### src/rtl/tart_dram_pkg.sv
// Shared types and defaults for the TART DRAM scheduler: FSM state encoding,
// default geometry and the circular-buffer depth helper.
package tart_dram_pkg;

    localparam int DEF_WIDTH  = 24;
    localparam int DEF_ABITS  = 21;
    localparam int DEF_STARVE = 8;

    typedef enum logic [1:0] {
        ST_IDLE  = 2'd0,
        ST_WRITE = 2'd1,
        ST_READ  = 2'd2
    } sched_state_e;

    // Number of sample slots in the circular buffer for a given address width.
    function automatic longint unsigned buf_depth(input int abits);
        return 64'd1 << abits;
    endfunction

endpackage

### src/rtl/tart_dram_scheduler_if.sv
// Single-port DRAM request bus shared by the capture writer and read prefetcher.
interface tart_dram_scheduler_if #(
    parameter int WIDTH = 24,
    parameter int ABITS = 21
);
    logic             req;
    logic             we;
    logic [ABITS-1:0] adr;
    logic [WIDTH-1:0] wdat;
    logic             ack;
    logic [WIDTH-1:0] rdat;

    modport master (output req, output we, output adr, output wdat,
                    input  ack, input  rdat);
    modport slave  (input  req, input  we, input  adr, input  wdat,
                    output ack, output rdat);
endinterface

### src/rtl/tart_dram_scheduler.sv
// Arbitrates one DRAM port between real-time sample capture (writes) and the
// SPI prefetcher (reads), managing DRAM as a circular buffer with a read-starvation limit.
module tart_dram_scheduler
    import tart_dram_pkg::*;
#(
    parameter int WIDTH  = DEF_WIDTH,
    parameter int ABITS  = DEF_ABITS,
    parameter int STARVE = DEF_STARVE
) (
    input  logic                  clk_i,
    input  logic                  rst_ni,
    input  logic                  enable_i,
    input  logic                  wr_req_i,
    input  logic [WIDTH-1:0]      wr_data_i,
    output logic                  wr_ack_o,
    input  logic                  rd_req_i,
    output logic                  rd_ready_o,
    output logic [WIDTH-1:0]      rd_data_o,
    tart_dram_scheduler_if.master mem,
    output logic [ABITS:0]        count_o,
    output logic                  overflow_o
);

    localparam int SBITS = $clog2(STARVE + 1);
    localparam logic [ABITS:0] FULL_CNT   = (ABITS+1)'(buf_depth(ABITS));
    localparam logic [SBITS-1:0] STARVE_S = SBITS'(STARVE);

    sched_state_e     state_r, state_n_s;
    logic [ABITS-1:0] wr_ptr_r, rd_ptr_r;
    logic [ABITS:0]   count_r;
    logic [SBITS-1:0] streak_r, streak_inc_s;
    logic             overflow_r;
    logic             wr_ack_r, rd_ready_r;
    logic [WIDTH-1:0] rd_data_r;
    logic             mem_req_r, mem_we_r;
    logic [ABITS-1:0] mem_adr_r;
    logic [WIDTH-1:0] mem_dat_r;

    logic wr_elig_s, rd_elig_s, full_s, pulse_busy_s, streak_max_s;
    logic clear_s, drop_s, grant_wr_s, grant_rd_s, done_wr_s, done_rd_s;

    assign wr_elig_s    = enable_i & wr_req_i;
    assign rd_elig_s    = rd_req_i & (count_r != {(ABITS+1){1'b0}});
    assign full_s       = (count_r == FULL_CNT);
    // Requesters still hold their level during the ack pulse, so IDLE must not re-sample then.
    assign pulse_busy_s = wr_ack_r | rd_ready_r;
    assign streak_max_s = (streak_r == STARVE_S);
    assign streak_inc_s = streak_max_s ? streak_r : streak_r + SBITS'(1);

    // FSM state register.
    always_ff @(posedge clk_i or negedge rst_ni) begin
        if (!rst_ni) begin
            state_r <= ST_IDLE;
        end else begin
            state_r <= state_n_s;
        end
    end

    // Next-state and per-cycle action decode; IDLE decisions are priority ordered.
    always_comb begin
        state_n_s  = state_r;
        clear_s    = 1'b0;
        drop_s     = 1'b0;
        grant_wr_s = 1'b0;
        grant_rd_s = 1'b0;
        done_wr_s  = 1'b0;
        done_rd_s  = 1'b0;
        case (state_r)
            ST_IDLE: begin
                if (!enable_i) begin
                    clear_s = 1'b1;
                end else if (pulse_busy_s) begin
                    state_n_s = ST_IDLE;
                end else if (wr_elig_s && full_s && !rd_elig_s) begin
                    drop_s = 1'b1;
                end else if (rd_elig_s && (streak_max_s || !wr_elig_s || full_s)) begin
                    grant_rd_s = 1'b1;
                    state_n_s  = ST_READ;
                end else if (wr_elig_s) begin
                    grant_wr_s = 1'b1;
                    state_n_s  = ST_WRITE;
                end else begin
                    state_n_s = ST_IDLE;
                end
            end
            ST_WRITE: begin
                if (mem.ack) begin
                    done_wr_s = 1'b1;
                    state_n_s = ST_IDLE;
                end else begin
                    state_n_s = ST_WRITE;
                end
            end
            ST_READ: begin
                if (mem.ack) begin
                    done_rd_s = 1'b1;
                    state_n_s = ST_IDLE;
                end else begin
                    state_n_s = ST_READ;
                end
            end
            default: begin
                state_n_s = ST_IDLE;
            end
        endcase
    end

    // DRAM bus registers: captured at grant, held stable until ack.
    always_ff @(posedge clk_i or negedge rst_ni) begin
        if (!rst_ni) begin
            mem_req_r <= 1'b0;
            mem_we_r  <= 1'b0;
            mem_adr_r <= {ABITS{1'b0}};
            mem_dat_r <= {WIDTH{1'b0}};
        end else if (grant_wr_s) begin
            mem_req_r <= 1'b1;
            mem_we_r  <= 1'b1;
            mem_adr_r <= wr_ptr_r;
            mem_dat_r <= wr_data_i;
        end else if (grant_rd_s) begin
            mem_req_r <= 1'b1;
            mem_we_r  <= 1'b0;
            mem_adr_r <= rd_ptr_r;
        end else if (done_wr_s || done_rd_s) begin
            mem_req_r <= 1'b0;
        end
    end

    // Buffer pointers, occupancy and overflow flag.
    always_ff @(posedge clk_i or negedge rst_ni) begin
        if (!rst_ni) begin
            wr_ptr_r   <= {ABITS{1'b0}};
            rd_ptr_r   <= {ABITS{1'b0}};
            count_r    <= {(ABITS+1){1'b0}};
            overflow_r <= 1'b0;
        end else if (clear_s) begin
            wr_ptr_r   <= {ABITS{1'b0}};
            rd_ptr_r   <= {ABITS{1'b0}};
            count_r    <= {(ABITS+1){1'b0}};
            overflow_r <= 1'b0;
        end else if (drop_s) begin
            overflow_r <= 1'b1;
        end else if (done_wr_s) begin
            wr_ptr_r <= wr_ptr_r + ABITS'(1);
            count_r  <= count_r + (ABITS+1)'(1);
        end else if (done_rd_s) begin
            rd_ptr_r <= rd_ptr_r + ABITS'(1);
            count_r  <= count_r - (ABITS+1)'(1);
        end
    end

    // Write streak: grows only while a read was being held off at write grant.
    always_ff @(posedge clk_i or negedge rst_ni) begin
        if (!rst_ni) begin
            streak_r <= {SBITS{1'b0}};
        end else if (clear_s || done_rd_s) begin
            streak_r <= {SBITS{1'b0}};
        end else if (grant_wr_s) begin
            streak_r <= rd_elig_s ? streak_inc_s : {SBITS{1'b0}};
        end
    end

    // Requester-side handshake pulses and read data holding register.
    always_ff @(posedge clk_i or negedge rst_ni) begin
        if (!rst_ni) begin
            wr_ack_r   <= 1'b0;
            rd_ready_r <= 1'b0;
            rd_data_r  <= {WIDTH{1'b0}};
        end else begin
            wr_ack_r   <= drop_s | done_wr_s;
            rd_ready_r <= done_rd_s;
            if (done_rd_s) begin
                rd_data_r <= mem.rdat;
            end
        end
    end

    assign mem.req    = mem_req_r;
    assign mem.we     = mem_we_r;
    assign mem.adr    = mem_adr_r;
    assign mem.wdat   = mem_dat_r;
    assign wr_ack_o   = wr_ack_r;
    assign rd_ready_o = rd_ready_r;
    assign rd_data_o  = rd_data_r;
    assign count_o    = count_r;
    assign overflow_o = overflow_r;

endmodule

### src/flat_wrapper.sv
// flat-port wrapper written by rule: the top's interface ports become plain ports
module tart_dram_scheduler_flat import tart_dram_pkg::*;
#(
    parameter int WIDTH  = DEF_WIDTH,
    parameter int ABITS  = DEF_ABITS,
    parameter int STARVE = DEF_STARVE
)
  (clk_i, rst_ni, enable_i, wr_req_i, wr_data_i, wr_ack_o, rd_req_i, rd_ready_o, rd_data_o, count_o, overflow_o, mem_req, mem_we, mem_adr, mem_wdat, mem_ack, mem_rdat);
  tart_dram_scheduler_if #(.WIDTH(WIDTH), .ABITS(ABITS)) mem_i ();
  input  logic clk_i;
  input  logic rst_ni;
  input  logic enable_i;
  input  logic wr_req_i;
  input  logic [WIDTH-1:0] wr_data_i;
  output logic wr_ack_o;
  input  logic rd_req_i;
  output logic rd_ready_o;
  output logic [WIDTH-1:0] rd_data_o;
  output logic [ABITS:0] count_o;
  output logic overflow_o;
  output wire logic [$bits(mem_i.req)-1:0] mem_req;
  output wire logic [$bits(mem_i.we)-1:0] mem_we;
  output wire logic [$bits(mem_i.adr)-1:0] mem_adr;
  output wire logic [$bits(mem_i.wdat)-1:0] mem_wdat;
  input wire logic [$bits(mem_i.ack)-1:0] mem_ack;
  input wire logic [$bits(mem_i.rdat)-1:0] mem_rdat;
  assign mem_req = mem_i.req;
  assign mem_we = mem_i.we;
  assign mem_adr = mem_i.adr;
  assign mem_wdat = mem_i.wdat;
  assign mem_i.ack = mem_ack;
  assign mem_i.rdat = mem_rdat;
  tart_dram_scheduler #(.WIDTH(WIDTH), .ABITS(ABITS), .STARVE(STARVE)) u_core (.clk_i(clk_i), .rst_ni(rst_ni), .enable_i(enable_i), .wr_req_i(wr_req_i), .wr_data_i(wr_data_i), .wr_ack_o(wr_ack_o), .rd_req_i(rd_req_i), .rd_ready_o(rd_ready_o), .rd_data_o(rd_data_o), .mem(mem_i), .count_o(count_o), .overflow_o(overflow_o));
endmodule
### config.mk
export PLATFORM = sky130hd
export DESIGN_NAME = tart_dram_scheduler_flat
export DESIGN_NICKNAME = d
export VERILOG_FILES = /design/src/rtl/tart_dram_pkg.sv /design/src/rtl/tart_dram_scheduler_if.sv /design/src/rtl/tart_dram_scheduler.sv /design/src/flat_wrapper.sv
export SDC_FILE = /design/constraint.sdc
export NUM_CORES = 1
export LEC_CHECK = 0
export CAP_MARGIN = 10
export CORE_ASPECT_RATIO = 1.4
export CORE_MARGIN = 1
export CORE_UTILIZATION = 55
export CTS_CLUSTER_DIAMETER = 100
export CTS_CLUSTER_SIZE = 8
export DETAILED_ROUTE_END_ITERATION = 12
export DONT_BUFFER_PORTS = 1
export GPL_TIMING_DRIVEN = 0
export PLACE_DENSITY = 0.7
export SLEW_MARGIN = 10
export SYNTH_ARGS = -nofsm -noshare
export SYNTH_HDL_FRONTEND = slang
export SYNTH_SLANG_ARGS = --single-unit
### constraint.sdc
create_clock -name clk_i -period 5.6 [get_ports clk_i]
set_input_delay 0.84 -clock clk_i [delete_from_list [all_inputs] [get_ports clk_i]]
set_output_delay 0.84 -clock clk_i [all_outputs]
set_load 0.1 [all_outputs]
---- Yosys cells after proc, flatten, opt, wreduce, memory -nomap -nowiden ----
Cells that the tools add are included.
word-level totals
  register bits after elaboration ......... 144
  output and inout port bits .............. 96
cells by class
  add/sub/neg operators ................... 5
  equality and inequality tests ........... 9
  multiplexer cells ....................... 52
  bitwise gates (word level) .............. 4
  reductions and logical operators ........ 23
operators with widths
  operator                                                number
  2-to-1 mux 21 bit                                       9
  2-to-1 mux 22 bit                                       4
  adder 21 x 1 -> 21 bit (second input constant)          2
  2-to-1 mux 1 bit                                        29
  adder 22 x 1 -> 22 bit (second input constant)          1
  equality test 22 bit (second input constant)            1
  nonzero test 22 bit                                     1
  subtractor 22 x 1 -> 22 bit (second input constant)     1
  2-to-1 mux 4 bit                                        4
  2-to-1 mux 2 bit                                        5
  nonzero test 2 bit                                      5
  AND reduction 2 bit                                     4
  case mux 2 bit (3 select lines)                         1
  nonzero test 3 bit                                      2
  adder 4 x 1 -> 4 bit (second input constant)            1
  equality test 4 bit (second input constant)             1
  logical OR 1 bit                                        4
  inequality test 2 x 1 -> 1 bit (second input constant)  2
  logical AND 1 bit                                       3
  inequality test 3 x 2 -> 1 bit (second input constant)  1
  inequality test 3 bit (second input constant)           1
  AND reduction 3 bit                                     1
  AND 1 bit                                               2
  equality test 2 x 1 -> 1 bit (second input constant)    1
  5 further kinds                                         7

---- Longest topological paths before layout ----
Gate-level depths: netlist of the first run.
  word-level depth ........................ 12
  mapped depth ............................ 11
  gate-level depth less buffers ........... 9

---- Worst setup path before layout of the first run ----
Ideal clock, no wire load.
  path kind ............................... input to register
  from .................................... input port mem_ack
  to ...................................... register u_core.count_r[11], in the netlist u_core.count_o[11]
  arrival time ............................ 3.622 ns
  data required time ...................... 5.505 ns
  path slack .............................. 1.882 ns
  cell stages on the path ................. 10
  buffers on the path ..................... 1
  cell sequence ........................... buf_2 > nor2b_1 > nand2_1 > ha_1 > a21oi_1 > o221ai_1 > a221oi_1 > o21ai_0 > xnor2_1 > o31ai_1
between the ends
  cells in the longest elaborated chain, start to end .. 5
  elaborated cells on any way between the ends .. 8
RTL lines
  what                  RTL line                                              RTL
  start, declared       flat_wrapper.sv:25                                    input wire logic [$bits(mem_i.ack)-1:0] mem_ack;
  2-to-1 mux 1 bit *    tart_dram_scheduler.sv:87, tart_dram_scheduler.sv:95
  2-to-1 mux 1 bit      tart_dram_scheduler.sv:68                             case (state_r)
  2-to-1 mux 22 bit     tart_dram_scheduler.sv:143                            end else if (done_wr_s) begin
  2-to-1 mux 22 bit     tart_dram_scheduler.sv:141                            end else if (drop_s) begin
  2-to-1 mux 22 bit     tart_dram_scheduler.sv:136                            end else if (clear_s) begin
  end signal, assigned  tart_dram_scheduler.sv:139                            count_r <= {(ABITS+1){1'b0}};
  end signal, assigned  tart_dram_scheduler.sv:145                            count_r <= count_r + (ABITS+1)'(1);
  end signal, assigned  tart_dram_scheduler.sv:148                            count_r <= count_r - (ABITS+1)'(1);
  end, declared         tart_dram_scheduler.sv:30                             logic [ABITS:0] count_r;
Mark *: on every way between the ends. The rest lies on a longest branch, timed or not. The select of a mux whose other input is x is not followed.
A chain may end at the register's enable or synchronous reset.

---- Worst setup path after layout of the first run ----
Same ends and word-level chain as after synthesis.

==> results by group, run 1 <==
Status
  – Run status: complete, no violations

Timing
  – Final min period: 4.44 ns
  – Setup ws final: 1.16 ns
  – Slew Limit Fails: 0
  – Hold slack final: 0.110 ns
  – FMAX: 225 MHz
  – Max_slew headroom: 19.8%
  – Slew @ Worst Pin: 1.20 ns
  – Fin crit share: 79.3%
  – Final hold vios: 0
  – Fin Setup TNS: 0 ns
  – Clk_skew: 0.0107 ns
  – Unrepaired setup endpoints after global routing: false
  – # setup viols final: 0

Logic synthesis
  – Seq cells post-synth: 144
  – Mapped Avg Cell Area: 9.71 um^2
  – Number of synthesized flops with an enable pin: 0
  – Area share of the largest cell type after synthesis: 48.2%
  – Cell taking the most area after synthesis: dfrtp_1
  – Cell Area, Synth: 7470 um^2
  – Post-synthesis cell count: 769
  – Register area share after synthesis: 48.2%
  – Synth top area cells: dfrtp_1 (48%), nand2_1 (7.3%), ha_1 (4.4%)
  – Net Count, Synth: 850
  – YS warnings: 0
  – Top FF cell, synth: dfrtp_1
  – FFs w/ async S/R, synth: 100%
  – Distinct cells, synth: 62

Routing
  – Post-route antenna net violation count: 0
  – Vias: 5836
  – Wire per inst: 18.4 um
  – Initial DRC count: 381
  – Via-to-Cell Ratio: 5.94
  – Drt drc: 0
  – Routed WL: 18100 um
  – DR pass1 iterations: 5

GRT
  – Global-route wire length before repair: 29100 um
  – Largest net degree at the start of global routing: 145
  – Number of global-route vias before repair: 5975
  – Initial antenna violation count: 0
  – Overflow after GRT: 0
  – Gr usage total: 26.7%

Die
  – Initial Utilization: 56.0%
  – Die Wd: 100 um
  – Core ar.: 13300 um^2
  – Die ar.: 14100 um^2
  – Rows: 50
  – IO Pins: 150
  – Die Height: 140 um

Worst setup path
  – CP max FO: 23
  – Kind of critical path: input port to flip-flop
  – CP required: 5.92 ns
  – Crit. End Element: flip-flop
  – CP startpoint kind: input port
  – Worst path arrival time: 4.76 ns

CTS
  – CTS clk-pin slew, worst paths: 0.06 ns
  – H-tree Lvls: 4
  – Post CTS Setup Buffer Count: 0
  – CTS tree: done
  – Post_cts resized: 0
  – CTS root buf: clkbuf_16
  – Clock sinks: 144
  – TritonCTS Buffers: 17
  – Clk_lat worst skew: 0.42 ns
  – CTS Buffer Depth: 2
  – Hold Buf Count CTS: 0

Worst hold path
  – HP Class: input port to async pin

Cells and area
  – Core Util, Final: 62.2%
  – Nets: 869
  – Layout cell share with drive strength beyond 1: 9.36%
  – N_diodes: 0
  – Synth-to-layout area growth: 10.9%

Placed design
  – Hpwl dp: 13000 um
  – Setup WS pre-CTS: 0.843 ns
  – IO buf count: 0
  – GPL Wtd Cong: 0.854

Run
  – MaxCap Viol Count: 0
[logic make-up (layout without fill, tap and decap cells)]
kind of cell,Yosys count,in the layout,synth area share (%)
AND/OR/NAND/NOR,319,319,20.0
multiplexers,47,47,6.72
adder cells (fa/ha/maj),27,27,4.62
buffers and inverters,47,79,2.83
XOR/XNOR,49,49,5.75
AO/OA/AOI/OAI,136,136,11.8
flip-flops,144,144,48.2
[final timing paths]
path                                     start                    to  slack [ns]  depth (start not counted)
min                                     rst_ni  u_core.rd_data_o[14]        0.11                          0
min reg2reg                u_core.wr_ptr_r[20]    u_core.mem.adr[20]        0.51                          2
max reg2reg                  u_core.state_r[0]    u_core.count_o[11]        1.30                          9
min in group clk_i         u_core.wr_ptr_r[20]    u_core.mem.adr[20]        0.51                          2
max                                    mem_ack    u_core.count_o[11]        1.16                         10
max in group asynchronous               rst_ni    u_core.count_o[14]        5.24                          0
[state kept, by name, summed over array words and instances (netlist names)]
name               flops
u_core.mem.we          1
u_core.mem.wdat       24
u_core.rd_ready_o      1
u_core.rd_ptr_r       21
u_core.state_r         2
u_core.wr_ack_o        1
u_core.wr_ptr_r       21
u_core.rd_data_o      24
u_core.mem.adr        21
u_core.streak_r        4
u_core.mem.req         1
u_core.count_o        22
u_core.overflow_o      1
[cell usage after synthesis, types with 4 or more instances]
cell / instances
nand2b_1: 5
inv_1: 15
o21ai_0: 49
xnor2_1: 23
xor2_1: 26
nand2_1: 146
o21bai_1: 4
nand4_1: 21
and2_1: 7
buf_2: 7
nor2_1: 52
o21ai_1: 4
o31ai_1: 4
mux2_2: 25
mux2i_1: 22
nor3_1: 16
a21o_1: 13
dfrtp_1: 144
ha_1: 26
a21oi_1: 25
and3_1: 9
clkbuf_1: 19
or3_1: 6
nor4_1: 10
o211ai_1: 6
nor2b_1: 8
nand3_1: 21
[cell type report]
cell class                 instances  area [um^2]
clock inverter                    13          153
multi-input combinational        578         3650
fill                            1134         5040
inverter                          15         56.3
clock buffer                      19          433
buffer                            32          155
tap                              182          228
sequential                       144         3600
[metal layers]
layer	part of all wire, %	GRT usage, %	vias up
met4	4.0	13.3	0
met5	0	0	-
met2	53	47.6	187
li1	-	-	2734
met3	5.4	7.18	53
met1	38	28.7	2862
[layout by cell type, fill, tap and decap left out, types with 16 or more instances in the layout]
| master | count |
|---|---|
| nor2_1 | 52 |
| xor2_1 | 26 |
| a21oi_1 | 25 |
| nand4_1 | 21 |
| clkbuf_16 | 17 |
| nand2_1 | 146 |
| mux2i_1 | 22 |
| o21ai_0 | 49 |
| xnor2_1 | 23 |
| nand3_1 | 21 |
| mux2_2 | 25 |
| nor3_1 | 16 |
| ha_1 | 26 |
| dfrtp_1 | 144 |
| clkbuf_1 | 21 |
[critical path: stages]
cell	delay, ns
buf_2	0.17
nor2b_1	0.38
nand2_1	0.68
ha_1	0.57
a21oi_1	0.17
o221ai_1	0.26
a221oi_1	0.77
o21ai_0	0.45
xnor2_1	0.23
o31ai_1	0.22
[metrics by stage]
stage	area (um^2)	std cells
after floorplan	7470	769
after global placement	7700	951
after detailed placement	7700	951
after CTS	8280	983
after global routing	8280	983
final	8280	983
Power of run 1 is left out: the tool's default activity adds up to more than one toggle a clock period on the data nets, which glitch-free logic cannot reach.
==> run 2, diff against run 1 <==
==> constraint.sdc (replaced) <==
create_clock -name clk_i -period 4.1 [get_ports clk_i]
set_input_delay 0.615 -clock clk_i [delete_from_list [all_inputs] [get_ports clk_i]]
set_output_delay 0.615 -clock clk_i [all_outputs]
set_load 0.1 [all_outputs]
==> run 2 against run 1 <==
Worst hold slack better by 0.029 ns. Final cell count up 0.10%. Clock skew is essentially flat. Utilization grew 0.27 points. Global-route usage about the same. Register-to-register slack lost 0.90 ns. Die area stayed put. Clock-buffer cell count is the same. Critical path depth is 1 lower. Non-clock buffer count up 1. Critical endpoint is now u_core.count_o[19].
==> results by group, run 2 (synthesis gave the netlist of run 1 again) <==
Die
  – IO Pins: 150 (unchanged)
  – Rows: 50 (unchanged)
  – Initial Utilization: 56.0% (unchanged)
  – Core ar.: 13300 um^2 (unchanged)
  – Die Height: 140 um (unchanged)
  – Die ar.: 14100 um^2 (unchanged)
  – Die Wd: 100 um (unchanged)

CTS
  – Clock sinks: 144 (unchanged)
  – H-tree Lvls: 4 (unchanged)
  – TritonCTS Buffers: 17 (unchanged)
  – CTS clk-pin slew, worst paths: 0.06 ns (about the same)
  – Post CTS Setup Buffer Count: 0 (unchanged)
  – Clk_lat worst skew: 0.42 ns (about the same)
  – CTS Buffer Depth: 2 (unchanged)
  – CTS tree: done
  – CTS root buf: clkbuf_16

Timing
  – Final hold vios: 0 (unchanged)
  – Max_slew headroom: 20.3% (+0.50 points)
  – Unrepaired setup endpoints after global routing: false
  – Slew Limit Fails: 0 (unchanged)
  – Clk_skew: 0.0105 ns (-0.000190 ns)
  – Final min period: 3.70 ns
  – Fin crit share: 90.2%
  – Setup ws final: 0.404 ns (-0.755 ns)
  – Slew @ Worst Pin: 1.20 ns (-0.00750 ns)
  – # setup viols final: 0 (unchanged)
  – Fin Setup TNS: 0 ns (unchanged)
  – FMAX: 271 MHz

Worst setup path
  – CP startpoint kind: flip-flop
  – Crit. End Element: flip-flop
  – CP max FO: 23 (unchanged)
  – Worst path arrival time: 4.00 ns (-0.76 ns)
  – CP required: 4.40 ns (-1.52 ns)
  – Kind of critical path: flip-flop to flip-flop

Routing
  – Initial DRC count: 330 (-13%)
  – Drt drc: 0 (unchanged)
  – Vias: 5842 (+0.10%)
  – Wire per inst: 18.4 um (-0.15%)
  – Via-to-Cell Ratio: 5.94 (about the same)
  – Post-route antenna net violation count: 0 (unchanged)
  – Routed WL: 18100 um (about the same)
  – DR pass1 iterations: 5 (unchanged)

GRT
  – Gr usage total: 26.8% (+0.032 points)
  – Number of global-route vias before repair: 5979 (+0.067%)
  – Global-route wire length before repair: 29200 um (+0.14%)
  – Overflow after GRT: 0 (unchanged)
  – Largest net degree at the start of global routing: 145 (unchanged)
  – Initial antenna violation count: 0 (unchanged)

Placed design
  – GPL Wtd Cong: 0.854 (unchanged)
  – IO buf count: 0 (unchanged)
  – Hpwl dp: 13000 um (unchanged)
  – Setup WS pre-CTS: -0.432 ns (-1.28 ns)

Cells and area
  – N_diodes: 0 (unchanged)
  – Most frequent cells in the layout: nand2_1 (145), dfrtp_1 (144), nor2_1 (52), o21ai_0 (49)
  – Core Util, Final: 62.4% (+0.27 points)
  – Nets: 870 (+0.12%)
  – Layout cell share with drive strength beyond 1: 9.73% (+0.36 points)
  – Area of the multi-input gates: 3660 um^2 (+0.24%)
  – Fill cells: 1131 (-0.26%)
  – Commonest non-fill, non-tap cell in the layout: nand2_1
  – Flip-flop and latch area: 3600 um^2 (unchanged)
  – Synth-to-layout area growth: 11.4%

Worst hold path
  – HP Class: input port to async pin

Run
  – MaxCap Viol Count: 0 (unchanged)

Status
  – Run status: complete, no violations
==> run 2: cell types whose count changed in the layout (fill, tap and decap cells not counted), sizes merged <==
cell | previous run | this run
buf | 13 | 14
==> run 2: worst paths after layout <==
check	end	slack [ns]	cells after the start	startpoint
min in group clk_i	u_core.rd_data_o[20]	0.30	2	mem_rdat[20]
max in group asynchronous	u_core.rd_ptr_r[18]	3.34	1	rst_ni
setup reg to reg	u_core.count_o[19]	0.40	9	u_core.state_r[0]
setup / recovery	u_core.count_o[19]	0.40	9	u_core.state_r[0]
hold / removal	u_core.rd_data_o[19]	0.14	1	rst_ni
hold reg to reg	u_core.mem.adr[20]	0.52	2	u_core.wr_ptr_r[20]
==> run 2: timing repair <==
action,4_1_cts,5_1_grt
cloned,0,0
resized for setup,1,1
hold endpoints to repair,144,0
endpoints found under the setup margin,2,1
hold buffers,1,0
==> run 2: cell type report <==
class	instances	area share, %
multi-input combinational	578	44.0
sequential	144	43.3
clock buffer	19	5.20
tap	182	2.74
buffer	32	1.87
clock inverter	13	1.84
inverter	15	0.677
timing repair buffer	1	0.331
==> run 2: stage by stage <==
| stage | area, um^2 | std cells | hold WS [ns] |
|---|---|---|---|
| finish | 8320 | 984 | 0.139 |
| global route | 8320 | 984 | 0.168 |
| CTS | 8310 | 984 | 0.220 |
| detailed placement | 7700 | 951 | 0.323 |
| global placement | 7700 | 951 | 0.322 |
| floorplan | 7470 | 769 | 0.319 |
==> run 2: worst max-delay path: stages, from the launching register on <==
cell and delay (ns):
dfrtp_1 0.47, clkbuf_1 0.38, nand2_2 0.44, ha_1 0.53, nand3_1 0.10, o221ai_1 0.39
a221oi_2 0.22, o21ai_0 0.57, o211ai_1 0.18, a211o_1 0.29
==> run 2: routing by layer <==
metal,routed length (um),global-route usage [%],vias to the layer above
met1,6740,28.8,2856
met4,695,13.3,0
met5,0,0,-
met3,1040,7.18,52
li1,-,-,2738
met2,9590,47.6,196
Power of run 2 is left out for the same reason.
==> run 3, diff against run 2 <==
--- a/config.mk
+++ b/config.mk
@@ -5,14 +5,16 @@
 export SDC_FILE = /design/constraint.sdc
 export NUM_CORES = 1
 export LEC_CHECK = 0
-export CAP_MARGIN = 10
+export CAP_MARGIN = 20
 export CORE_ASPECT_RATIO = 1.4
 export CORE_MARGIN = 1
 export CORE_UTILIZATION = 55
+export CTS_BUF_LIST = sky130_fd_sc_hd__clkbuf_8
 export CTS_CLUSTER_DIAMETER = 100
 export CTS_CLUSTER_SIZE = 8
 export DETAILED_ROUTE_END_ITERATION = 12
 export DONT_BUFFER_PORTS = 1
+export GPL_ROUTABILITY_DRIVEN = 0
 export GPL_TIMING_DRIVEN = 0
 export PLACE_DENSITY = 0.7
 export SLEW_MARGIN = 10
==> run 3 against run 2 <==
Via count decreased by 0.10%. Flip-flop and latch count did not move. Clock-buffer cell count down 1. Non-clock buffer count is 1 higher. Global-route usage decreased by 0.44 points. Sequential share of layout area rose by 0.99 points. Worst hold slack worse by 0.064 ns. Utilization shrank 1.4 points. Wire length shrank 1.7%. Final cell count up 0.10%. Setup slack improved by 0.0032 ns. Critical path depth unchanged.
==> results by group, run 3 (synthesis gave the netlist of run 1 again) <==
Die
  – Die Wd: 100 um (unchanged)
  – Die ar.: 14100 um^2 (unchanged)
  – IO Pins: 150 (unchanged)
  – Initial Utilization: 56.0% (unchanged)
  – Die Height: 140 um (unchanged)
  – Rows: 50 (unchanged)
  – Core ar.: 13300 um^2 (unchanged)

GRT
  – Largest net degree at the start of global routing: 145 (unchanged)
  – Gr usage total: 26.3% (-0.44 points)
  – Initial antenna violation count: 0 (unchanged)
  – Global-route wire length before repair: 28800 um (-1.1%)
  – Overflow after GRT: 0 (unchanged)
  – Number of global-route vias before repair: 5840 (-2.3%)

CTS
  – CTS tree: done
  – Clock sinks: 144 (unchanged)
  – TritonCTS Buffers: 17 (unchanged)
  – H-tree Lvls: 4 (unchanged)
  – Clk_lat worst skew: 0.45 ns (+0.03 ns)
  – Post CTS Setup Buffer Count: 0 (unchanged)
  – CTS clk-pin slew, worst paths: 0.08 ns (+0.02 ns)
  – CTS root buf: clkbuf_8
  – CTS Buffer Depth: 2 (unchanged)

Timing
  – FMAX: 271 MHz (about the same)
  – Clk_skew: 0.0123 ns (+0.00175 ns)
  – Slew @ Worst Pin: 1.06 ns (-0.140 ns)
  – Slew Limit Fails: 0 (unchanged)
  – Unrepaired setup endpoints after global routing: false
  – Final min period: 3.69 ns (-0.00318 ns)
  – # setup viols final: 0 (unchanged)
  – Max_slew headroom: 29.6% (+9.4 points)
  – Final hold vios: 0 (unchanged)
  – Hold slack final: 0.0748 ns (-0.0637 ns)
  – Fin crit share: 90.1% (about the same)

Cells and area
  – Nets: 871 (+0.11%)
  – Synth-to-layout area growth: 8.90%
  – Layout cell share with drive strength beyond 1: 9.71% (-0.012 points)
  – Commonest non-fill, non-tap cell in the layout: nand2_1
  – N_diodes: 0 (unchanged)
  – Fill cells: 1125 (-0.53%)
  – Most frequent cells in the layout: nand2_1 (145), dfrtp_1 (144), nor2_1 (52), o21ai_0 (49)
  – Non-filler cells, final: 985 (+0.10%)

Worst setup path
  – Kind of critical path: flip-flop to flip-flop
  – CP max FO: 23 (unchanged)
  – Worst r2r src: u_core.state_r[0]
  – CP startpoint kind: flip-flop
  – Crit. End Element: flip-flop
  – Worst path arrival time: 4.02 ns (+0.02 ns)
  – CP startpoint: u_core.state_r[0]
  – CP required: 4.43 ns (+0.03 ns)

Routing
  – Post-route antenna net violation count: 0 (unchanged)
  – Initial DRC count: 360 (+9.1%)
  – Drt drc: 0 (unchanged)
  – Routed WL: 17800 um (-1.7%)
  – DR pass1 iterations: 4 (-1)
  – Via-to-Cell Ratio: 5.92 (-0.20%)
  – Vias: 5836 (-0.10%)
  – Wire per inst: 18.0 um (-1.8%)

Placed design
  – Hpwl dp: 12800 um (-1.5%)
  – IO buf count: 0 (unchanged)
  – Placed cells: 951 (unchanged)

Status
  – Run status: complete, no violations

Worst hold path
  – HP Class: input port to async pin

Run
  – MaxCap Viol Count: 0 (unchanged)
run 3: cell count changes in the layout (fill, tap and decap cells not counted), sizes merged:
cell      change
clkinvlp      +1
clkbuf        -1
inv           +1
buf           +1
clkinv        -1
run 3: through the flow:
step / utilization [%] / instance area, um^2 / TNS (ns) / setup WS [ns]
4_1_cts: 60.9 / 8110 / 0 / 0.0178
3_3_place_gp: 57.8 / 7700 / -1.01 / -0.287
5_1_grt: 61.0 / 8130 / 0 / 0.255
2_1_floorplan: - / 7470 / 0 / 0.607
6_report: 61.0 / 8130 / 0 / 0.407
3_5_place_dp: 57.8 / 7700 / -1.41 / -0.316
run 3: repair_timing:
item,CTS,global route
hold buffers,1,0
gates resized for setup,0,2
setup endpoints to repair,0,8
endpoints found under the hold margin,144,0
run 3: cell type report:
cell class,count,area (um^2),area share [%]
multi-input combinational,578,3660,45.0
sequential,144,3600,44.3
timing repair buffer,2,38.8,0.477
buffer,32,155,1.91
tap,182,228,2.80
inverter,15,56.3,0.692
clock inverter,14,141,1.74
clock buffer,18,248,3.05
run 3: worst paths after layout:
kind | cells after the start | slack [ns] | end
min | 1 | 0.07 | u_core.rd_data_o[5]
max in group asynchronous | 1 | 3.35 | u_core.count_o[0]
max | 9 | 0.41 | u_core.count_o[19]
min reg2reg | 2 | 0.51 | u_core.mem.adr[20]
min in group clk_i | 2 | 0.27 | u_core.rd_data_o[16]
max reg2reg | 9 | 0.41 | u_core.count_o[19]
run 3: per-layer routing:
metal / vias up / part of all wire (%) / track usage [%]
met2: 186 / 53 / 46.5
li1: 2744 / - / -
met1: 2868 / 39 / 29.6
met3: 38 / 4.9 / 6.38
met5: - / 0 / 0
met4: 0 / 3.4 / 11.9
run 3: critical path, stage by stage, from the launching register on:
cell and delay, ns:
dfrtp_1 0.48, clkbuf_1 0.37, nand2_2 0.44, ha_1 0.53
nand3_1 0.11, o221ai_1 0.38, a221oi_2 0.20, o21ai_0 0.59
o211ai_1 0.18, a211o_1 0.28
Power of run 3 is left out for the same reason.
